--- src/rtl/stepper_pkg.sv ---
// Stepper sequencer shared definitions.
//   - state_t      : sequencer FSM state encoding
//   - PULSE_CYCLES_DEF / DIR_SETUP_CYCLES_DEF : default timing (clk_100mhz cycles)
//   - POS_W / CNT_W: absolute position and step-count widths
//   - abs_steps()  : magnitude of a signed relative move (-32768 -> 32768)
package stepper_pkg;

  localparam int PULSE_CYCLES_DEF     = 200;  // 2 us STEP high time
  localparam int DIR_SETUP_CYCLES_DEF = 100;  // 1 us DIR-to-STEP setup
  localparam int POS_W                = 32;
  localparam int CNT_W                = 16;

  typedef enum logic [2:0] {
    S_IDLE      = 3'd0,
    S_DIR_SETUP = 3'd1,
    S_WAIT_TICK = 3'd2,
    S_PULSE     = 3'd3,
    S_DONE      = 3'd4
  } state_t;

  // Unsigned magnitude; the most negative value maps to 2^(CNT_W-1),
  // which still fits because the result is unsigned.
  function automatic logic [CNT_W-1:0] abs_steps(input logic [CNT_W-1:0] v);
    return v[CNT_W-1] ? (~v + 1'b1) : v;
  endfunction

endpackage

--- src/rtl/stepper_sequencer_sync_2ff.sv ---
// Two-flop level synchronizer for an asynchronous input.
//   clk_100mhz : destination clock
//   rst        : synchronous active-high reset, clears both flops
//   d_i        : asynchronous input
//   q_o        : synchronized output (two-cycle latency)
module sync_2ff (
  input  logic clk_100mhz,
  input  logic rst,
  input  logic d_i,
  output logic q_o
);

  logic meta_q;
  logic sync_q;

  always_ff @(posedge clk_100mhz) begin
    if (rst) begin
      meta_q <= 1'b0;
      sync_q <= 1'b0;
    end else begin
      meta_q <= d_i;
      sync_q <= meta_q;
    end
  end

  assign q_o = sync_q;

endmodule

--- src/rtl/stepper_sequencer.sv ---
// Stepper motor STEP/DIR sequencer. Accepts signed relative moves, sets
// DIR, waits the DIR setup time, then issues one fixed-width STEP pulse per
// step-rate tick until the move completes, is aborted, or the end-stop trips.
//
// Ports:
//   clk_100mhz, rst          : clock, synchronous active-high reset
//   enable_step              : one-cycle step-rate tick
//   cmd_valid/cmd_ready      : move handshake, cmd_steps = signed relative move
//   abort                    : stop the current move
//   limit                    : asynchronous end-stop switch
//   step_out, dir_out        : driver STEP and DIR (1 = positive)
//   busy, done               : move in progress, one-cycle completion pulse
//   limit_hit                : sticky end-stop flag, cleared by next nonzero move
//   position                 : signed absolute step count (wraps)
//   steps_remaining          : steps still to issue in the current move
//
// state     | meaning
// ----------+-------------------------------------------------------------
// IDLE      | ready for a command
// DIR_SETUP | DIR driven, waiting DIR_SETUP_CYCLES before first STEP
// WAIT_TICK | waiting for enable_step, abort or end-stop
// PULSE     | STEP high for PULSE_CYCLES
// DONE      | one-cycle done pulse, then back to IDLE
module stepper_sequencer
  import stepper_pkg::*;
#(
  parameter int PULSE_CYCLES     = PULSE_CYCLES_DEF,
  parameter int DIR_SETUP_CYCLES = DIR_SETUP_CYCLES_DEF
) (
  input  logic                    clk_100mhz,
  input  logic                    rst,
  input  logic                    enable_step,
  input  logic                    cmd_valid,
  output logic                    cmd_ready,
  input  logic signed [CNT_W-1:0] cmd_steps,
  input  logic                    abort,
  input  logic                    limit,
  output logic                    step_out,
  output logic                    dir_out,
  output logic                    busy,
  output logic                    done,
  output logic                    limit_hit,
  output logic signed [POS_W-1:0] position,
  output logic        [CNT_W-1:0] steps_remaining
);

  localparam int TMR_MAX = (PULSE_CYCLES > DIR_SETUP_CYCLES) ? PULSE_CYCLES : DIR_SETUP_CYCLES;
  localparam int TMR_W   = $clog2(TMR_MAX + 1);

  // Down-counter loads: the state exits on the cycle the counter reads zero.
  localparam logic [TMR_W-1:0] SETUP_LOAD =
      TMR_W'((DIR_SETUP_CYCLES == 0) ? 0 : DIR_SETUP_CYCLES - 1);
  localparam logic [TMR_W-1:0] PULSE_LOAD = TMR_W'(PULSE_CYCLES - 1);

  state_t                    state_q;
  logic [TMR_W-1:0]          tmr_q;
  logic                      step_q;
  logic                      dir_q;
  logic                      busy_q;
  logic                      done_q;
  logic                      limit_hit_q;
  logic                      abort_pend_q;
  logic signed [POS_W-1:0]   pos_q;
  logic [CNT_W-1:0]          rem_q;
  logic                      limit_s;

  sync_2ff u_limit_sync (
    .clk_100mhz (clk_100mhz),
    .rst        (rst),
    .d_i        (limit),
    .q_o        (limit_s)
  );

  always_ff @(posedge clk_100mhz) begin
    if (rst) begin
      state_q      <= S_IDLE;
      tmr_q        <= '0;
      step_q       <= 1'b0;
      dir_q        <= 1'b0;
      busy_q       <= 1'b0;
      done_q       <= 1'b0;
      limit_hit_q  <= 1'b0;
      abort_pend_q <= 1'b0;
      pos_q        <= '0;
      rem_q        <= '0;
    end else begin
      done_q <= 1'b0;
      case (state_q)
        S_IDLE: begin
          if (cmd_valid) begin
            rem_q <= abs_steps(cmd_steps);
            if (cmd_steps == '0) begin
              // Null move: complete immediately, DIR untouched.
              state_q <= S_DONE;
              done_q  <= 1'b1;
            end else begin
              dir_q        <= ~cmd_steps[CNT_W-1];
              limit_hit_q  <= 1'b0;
              busy_q       <= 1'b1;
              abort_pend_q <= 1'b0;
              tmr_q        <= SETUP_LOAD;
              state_q      <= S_DIR_SETUP;
            end
          end
        end

        S_DIR_SETUP: begin
          if (abort) begin
            state_q <= S_DONE;
            done_q  <= 1'b1;
          end else if (tmr_q == '0) begin
            state_q <= S_WAIT_TICK;
          end else begin
            tmr_q <= tmr_q - 1'b1;
          end
        end

        S_WAIT_TICK: begin
          // Abort and end-stop take priority over a coincident tick.
          if (abort || limit_s) begin
            if (limit_s) limit_hit_q <= 1'b1;
            state_q <= S_DONE;
            done_q  <= 1'b1;
          end else if (enable_step) begin
            step_q  <= 1'b1;
            tmr_q   <= PULSE_LOAD;
            pos_q   <= dir_q ? (pos_q + 32'sd1) : (pos_q - 32'sd1);
            rem_q   <= rem_q - 1'b1;
            state_q <= S_PULSE;
          end
        end

        S_PULSE: begin
          // An abort here is remembered so the pulse still completes at full width.
          if (abort) abort_pend_q <= 1'b1;
          if (tmr_q == '0) begin
            step_q <= 1'b0;
            if (rem_q == '0 || abort_pend_q || abort) begin
              state_q <= S_DONE;
              done_q  <= 1'b1;
            end else begin
              state_q <= S_WAIT_TICK;
            end
          end else begin
            tmr_q <= tmr_q - 1'b1;
          end
        end

        S_DONE: begin
          busy_q       <= 1'b0;
          abort_pend_q <= 1'b0;
          state_q      <= S_IDLE;
        end

        default: begin
          step_q  <= 1'b0;
          busy_q  <= 1'b0;
          state_q <= S_IDLE;
        end
      endcase
    end
  end

  assign cmd_ready       = (state_q == S_IDLE) && !rst;
  assign step_out        = step_q;
  assign dir_out         = dir_q;
  assign busy            = busy_q;
  assign done            = done_q;
  assign limit_hit       = limit_hit_q;
  assign position        = pos_q;
  assign steps_remaining = rem_q;

endmodule

--- config.mk ---
export PLATFORM = sky130hd
export DESIGN_NAME = stepper_sequencer
export DESIGN_NICKNAME = d
export VERILOG_FILES = /design/src/rtl/stepper_pkg.sv /design/src/rtl/stepper_sequencer_sync_2ff.sv /design/src/rtl/stepper_sequencer.sv
export SDC_FILE = /design/constraint.sdc
export NUM_CORES = 1
export LEC_CHECK = 0
export ABC_CLOCK_PERIOD_IN_PS = 3910
export BUFFER_PORTS_ARGS = -buffer_cell sky130_fd_sc_hd__buf_2
export CORE_ASPECT_RATIO = 0.9
export CORE_MARGIN = 2
export CORE_UTILIZATION = 56
export DETAILED_ROUTE_END_ITERATION = 10
export GPL_ROUTABILITY_DRIVEN = 0
export HOLD_SLACK_MARGIN = 0.1
export PLACE_DENSITY = 0.81
export SYNTH_ARGS = -nofsm -noshare
export SYNTH_HDL_FRONTEND = slang
export SYNTH_HIERARCHICAL = 1
export SYNTH_SLANG_ARGS = --single-unit
--- constraint.sdc ---
create_clock -name clk_100mhz -period 3.91 [get_ports clk_100mhz]
set_clock_uncertainty 0.05 [all_clocks]
set_input_delay 0.5865 -clock clk_100mhz [delete_from_list [all_inputs] [get_ports clk_100mhz]]
set_output_delay 0.5865 -clock clk_100mhz [all_outputs]
set_load 0.03 [all_outputs]
### Word level (Yosys, flattened, before mapping)

Cells that the tools add are included.

* register bits after elaboration: 67
* output and inout port bits: 54
* logic and storage cells: 104

* add/subtract/negate cells: 5
* eq/ne operators: 15
* multiplexer cells: 43
* bitwise operators: 6
* reduce and logical (&&, ||, !) cells: 23

Operators by type and width (count)
* $mux W16: 4
* $mux W8: 6
* $add A32 B2 Y32 const B: 1
* $logic_not A16 Y1: 2
* $mux W32: 1
* $pmux W16 S2: 1
* $pmux W8 S4: 1
* $sub A32 B2 Y32 const B: 1
* $mux W3: 8
* $add A16 B1 Y16 const B: 1
* $mux W1: 16
* $ne A2 B2 Y1 const B: 8
* $not A16 Y16: 1
* $reduce_and A4 Y1: 4
* $sub A16 B1 Y16 const B: 1
* $pmux W3 S4: 1
* $reduce_and A3 Y1: 3
* $logic_not A8 Y1: 1
* $sub A8 B1 Y8 const B: 1
* $eq A3 B2 Y1 const B: 2
* $ne A3 B3 Y1 const B: 2
* $pmux W1 S3: 2
* $reduce_and A6 Y1: 1
* $reduce_or A3 Y1: 2
* other kinds (14): 21

### Logic depth before layout (Yosys ltp)

* word-level depth: 6
* mapped depth: 12
* gate-level depth less buffers: 11

### Hierarchy

The synthesis kept the hierarchy.

Modules (own cells, without submodules)
* stepper_sequencer: times used 1, cells an instance 674, area an instance 4880.9 µm², seq. area each 1301.2 µm²
* sync_2ff: times used 1, cells an instance 4, area an instance 52.6 µm², seq. area each 40.0 µm²

### Worst setup path before layout

OpenSTA, ideal clock, no wires.

* path kind: register -> register
* start point: register dir_q (netlist: dir_out)
* end point: register pos_q[31] (netlist: position[31])
* setup time: 128 ps
* data arrival time: 3343 ps
* path slack: 389 ps
* stages on the path, launching flop included: 12
* buffers on the path: 0
* cells stage by stage: dfxtp_1 inv_1 ha_1 a21oi_1 o21ai_0 a221o_1 a21o_1 a2111oi_0 nor3_1 o211ai_1 xnor2_1 nor2_1

* cells in the longest elaborated chain, start to end: 1

Ends and longest elaborated chain
* start, declared: line stepper_sequencer.sv:58 `logic dir_q;`
* start signal, assigned: line stepper_sequencer.sv:97 `dir_q <= ~cmd_steps[CNT_W-1];`
* $mux W32: line stepper_sequencer.sv:127 `pos_q <= dir_q ? (pos_q + 32'sd1) : (pos_q - 32'sd1);`
* end signal, assigned: line stepper_sequencer.sv:127
* end, declared: line stepper_sequencer.sv:63 `logic signed [POS_W-1:0] pos_q;`

No other way between the ends.
A chain may end at the register's enable or synchronous reset.

### Final worst setup path

* start point: register dir_q (netlist: dir_out)
* end point: register pos_q[29] (netlist: position[29])

Same word-level chain as after synthesis.

==> metrics.cfg <==
[yosys]
yosysUniqueCellTypes=62
yosysTopAreaCell=dfxtp_1
ys_dominant_reg_cell=dfxtp_1
ys_seq_area_frac=0.272
syn-instance-count=678
synth_nets=735
synthDominantCellAreaShare=0.272
async_flop_share=0
synth_edf_count=0
syn_avg_cell_area_sq_um=7.28
synth_seq_cells=67
synth_top_cells_by_area=dfxtp_1 27%, ha_1 8.6%, a21oi_1 8.2%, nand2_1 8.0%, o21ai_0 5.3%
synth_area_sq_um=4930
ys_warn_count=6

[floorplanning]
core-area_sq_um=8570
num_rows=32
initial_core_util=0.576
dieArea_sq_um=9580
io_pins=76
die_w_um=103
die_h_um=93.0

[drt]
wl_per_cell_um=14.7
drc_errors=0
vias=5110
ant_nets=0
routed_wl_um=12600
viasPerCell=5.98
drtIter0Drc=267
dr.pass1.iters=5

[sta]
hold_viol=0
fin_crit_ns=3.43
finalMaxSlewViolations=0
layout_setup_ws_ns=0.478
finalSetupViolations=0
rsz0062_at_grt=false
tns_ns=0
period_share=0.878
holdWs_ns=0.399
max_freq_ghz=0.291
slew_headroom=0.480
worst_slew_pin_slew_ns=0.778

[global_route]
grt_overflow=0
grt_pass1_wl_um=21300
antenna_found_initial=0
grt_pass1_vias=4626
grtUsageTotal=0.271
grt_max_degree=40

[critical_path]
reg2reg_to=position[29]$_SDFFE_PP0P_
r2r_cells=11
arrival_ns=3.63
crit_path_top_delay_cell=inv_1
criticalPathCategory=flip-flop to flip-flop
startpoint_type=flip-flop
worst-path-buf-inv=1
cp-end-kind=flip-flop
reg2reg_slack_ns=0.48
cp_top_family=compound AO/OA/AOI/OAI gates
crit_required_ns=4.11
reg2reg_from=dir_out$_SDFFE_PP0P_
cp_common_cell=o21ai_0
max_stage_delay_ns=0.41
path_max_fanout=15
path_cells=inv_1, ha_1, a21oi_1, o21ai_0, a221o_1, a21o_1, a221oi_1, o21ai_0, a21oi_1, xor2_1, o21ai_0

[clock_network]
ctsRootBufferMaster=clkbuf_8
holdBufCountCts=0
clock_latency_ns=0.37
clockBufferDepth=2
ctsResizeCount=0
htreeDepth=3
cts_tree=yes
cts_setup_buffers=0
clk_pin_slew_ns=0.07
cts_buffers=9
cts_sinks=67

[final_layout]
layout.nets=789
synthToLayoutAreaGrowth_pct=11.7
layout-drive-gt1-share=0.150
design_area_sq_um=5510
n_antenna_cell=0
fin_cells=854
postLayoutCoreUtil=0.643
multi_input_area_sq_um=3370
fillers=799
regArea_sq_um=1340
final_cell_mix=105 x nand2_1, 81 x a21oi_1, 75 x buf_2
final_common_cell=nand2_1

[place]
place_area_sq_um=5360
place_ws_ns=0.560
place_inst=840
hpwl_um=9010
port_buffers=75

[min_path]
whs_path_depth=1
hp-class=flip-flop to flip-flop
hold_end=u_limit_sync/q_o$_SDFF_PP0_
min_from=u_limit_sync/meta_q$_SDFF_PP0_

[run_status]
status=completed

[pwr]
internal_power_mw=1.25
leakage_nw=2.38
p_sw_frac=0.404
ir_worst_vdd_mv=0.254
p_per_area_nw_per_um2=380
power_mw=2.09
pwr-share-seq=0.383
comb_power_share=0.381
p_sw_uw=845
clkPwrFrac=0.236

[flow_run]
drv_cap=0

-- cell usage after synthesis, types with 4 or more instances --
cell      count
nand2_1     105
a21oi_1      81
dfxtp_1      67
nor2_1       54
o21ai_0      52
clkbuf_1     34
ha_1         34
xnor2_1      28
nand3_1      21
nor3_1       20
inv_1        16
xor2_1       15
a211oi_1     12
a21o_1       11
nand4_1       9
nor2b_1       8
a31oi_1       7
o31ai_1       7
a22oi_1       6
and3_1        6
nand2b_1      5
nor3b_1       5
nor4_1        5
o21bai_1      5
and2_1        4
nand4b_1      4
or3_1         4
-- power groups by stage --
stage          clock network [mW]  registers [mW]  logic, mW
2_1_floorplan                   0           0.852      0.563
3_3_place_gp                    0           0.812      0.760
3_5_place_dp                    0           0.816      0.780
4_1_cts                     0.502           0.801      0.786
5_1_grt                     0.525           0.811      0.889
6_report                    0.494           0.803      0.797
-- layer usage --
metal	wire, um	part of all wire	vias to the layer above	GRT usage
met5	0	0	-	0
met4	224	0.018	0	0.0757
met3	699	0.056	22	0.0650
met2	5690	0.45	174	0.423
met1	5950	0.47	2369	0.371
li1	-	-	2545	-
-- flip-flops by register name (all words and copies together), names as in the netlist --
| signal | flops |
|---|---|
| steps_remaining | 16 |
| abort_pend_q | 1 |
| u_limit_sync/meta_q | 1 |
| dir_out | 1 |
| busy | 1 |
| position | 32 |
| tmr_q | 8 |
| limit_hit | 1 |
| step_out | 1 |
| u_limit_sync/q_o | 1 |
| state_q | 3 |
| done | 1 |
-- worst reg2reg max path, cell delays in order (launching register included) --
cell and delay, ns:
dfxtp_1 0.31, inv_1 0.41, ha_1 0.40, a21oi_1 0.31
o21ai_0 0.17, a221o_1 0.37, a21o_1 0.19, a221oi_1 0.37
o21ai_0 0.25, a21oi_1 0.23, xor2_1 0.17, o21ai_0 0.09
-- cell families after synthesis --
family | count (synthesis) | share of synthesized area
AO/OA/AOI/OAI | 208 | 0.254
XOR/XNOR | 43 | 0.0763
adder cells (fa/ha/maj) | 35 | 0.0903
buffers and inverters | 56 | 0.0451
flip-flops | 67 | 0.272
multiplexers | 1 | 0.00203
AND/OR/NAND/NOR | 268 | 0.261
-- worst max-delay path by stage --
stage | to | from | cells after the start
detailed placement | position[29]$_SDFFE_PP0P_ | dir_out$_SDFFE_PP0P_ | 11
global placement | position[25]$_SDFFE_PP0P_ | dir_out$_SDFFE_PP0P_ | 11
global route | position[25]$_SDFFE_PP0P_ | dir_out$_SDFFE_PP0P_ | 11
CTS | position[29]$_SDFFE_PP0P_ | dir_out$_SDFFE_PP0P_ | 11
floorplan | position[31]$_SDFFE_PP0P_ | dir_out$_SDFFE_PP0P_ | 11
finish | position[29]$_SDFFE_PP0P_ | dir_out$_SDFFE_PP0P_ | 11
-- area by class of cell --
type                            instances  area share
Multi-Input combinational cell        555       0.613
Clock inverter                          3     0.00318
Tap cell                              119      0.0270
Clock buffer                           11      0.0238
Timing Repair Buffer                   83      0.0790
Sequential cell                        67       0.243
Inverter                               16      0.0109
No activity file was read; power rests on OpenSTA's default activity.
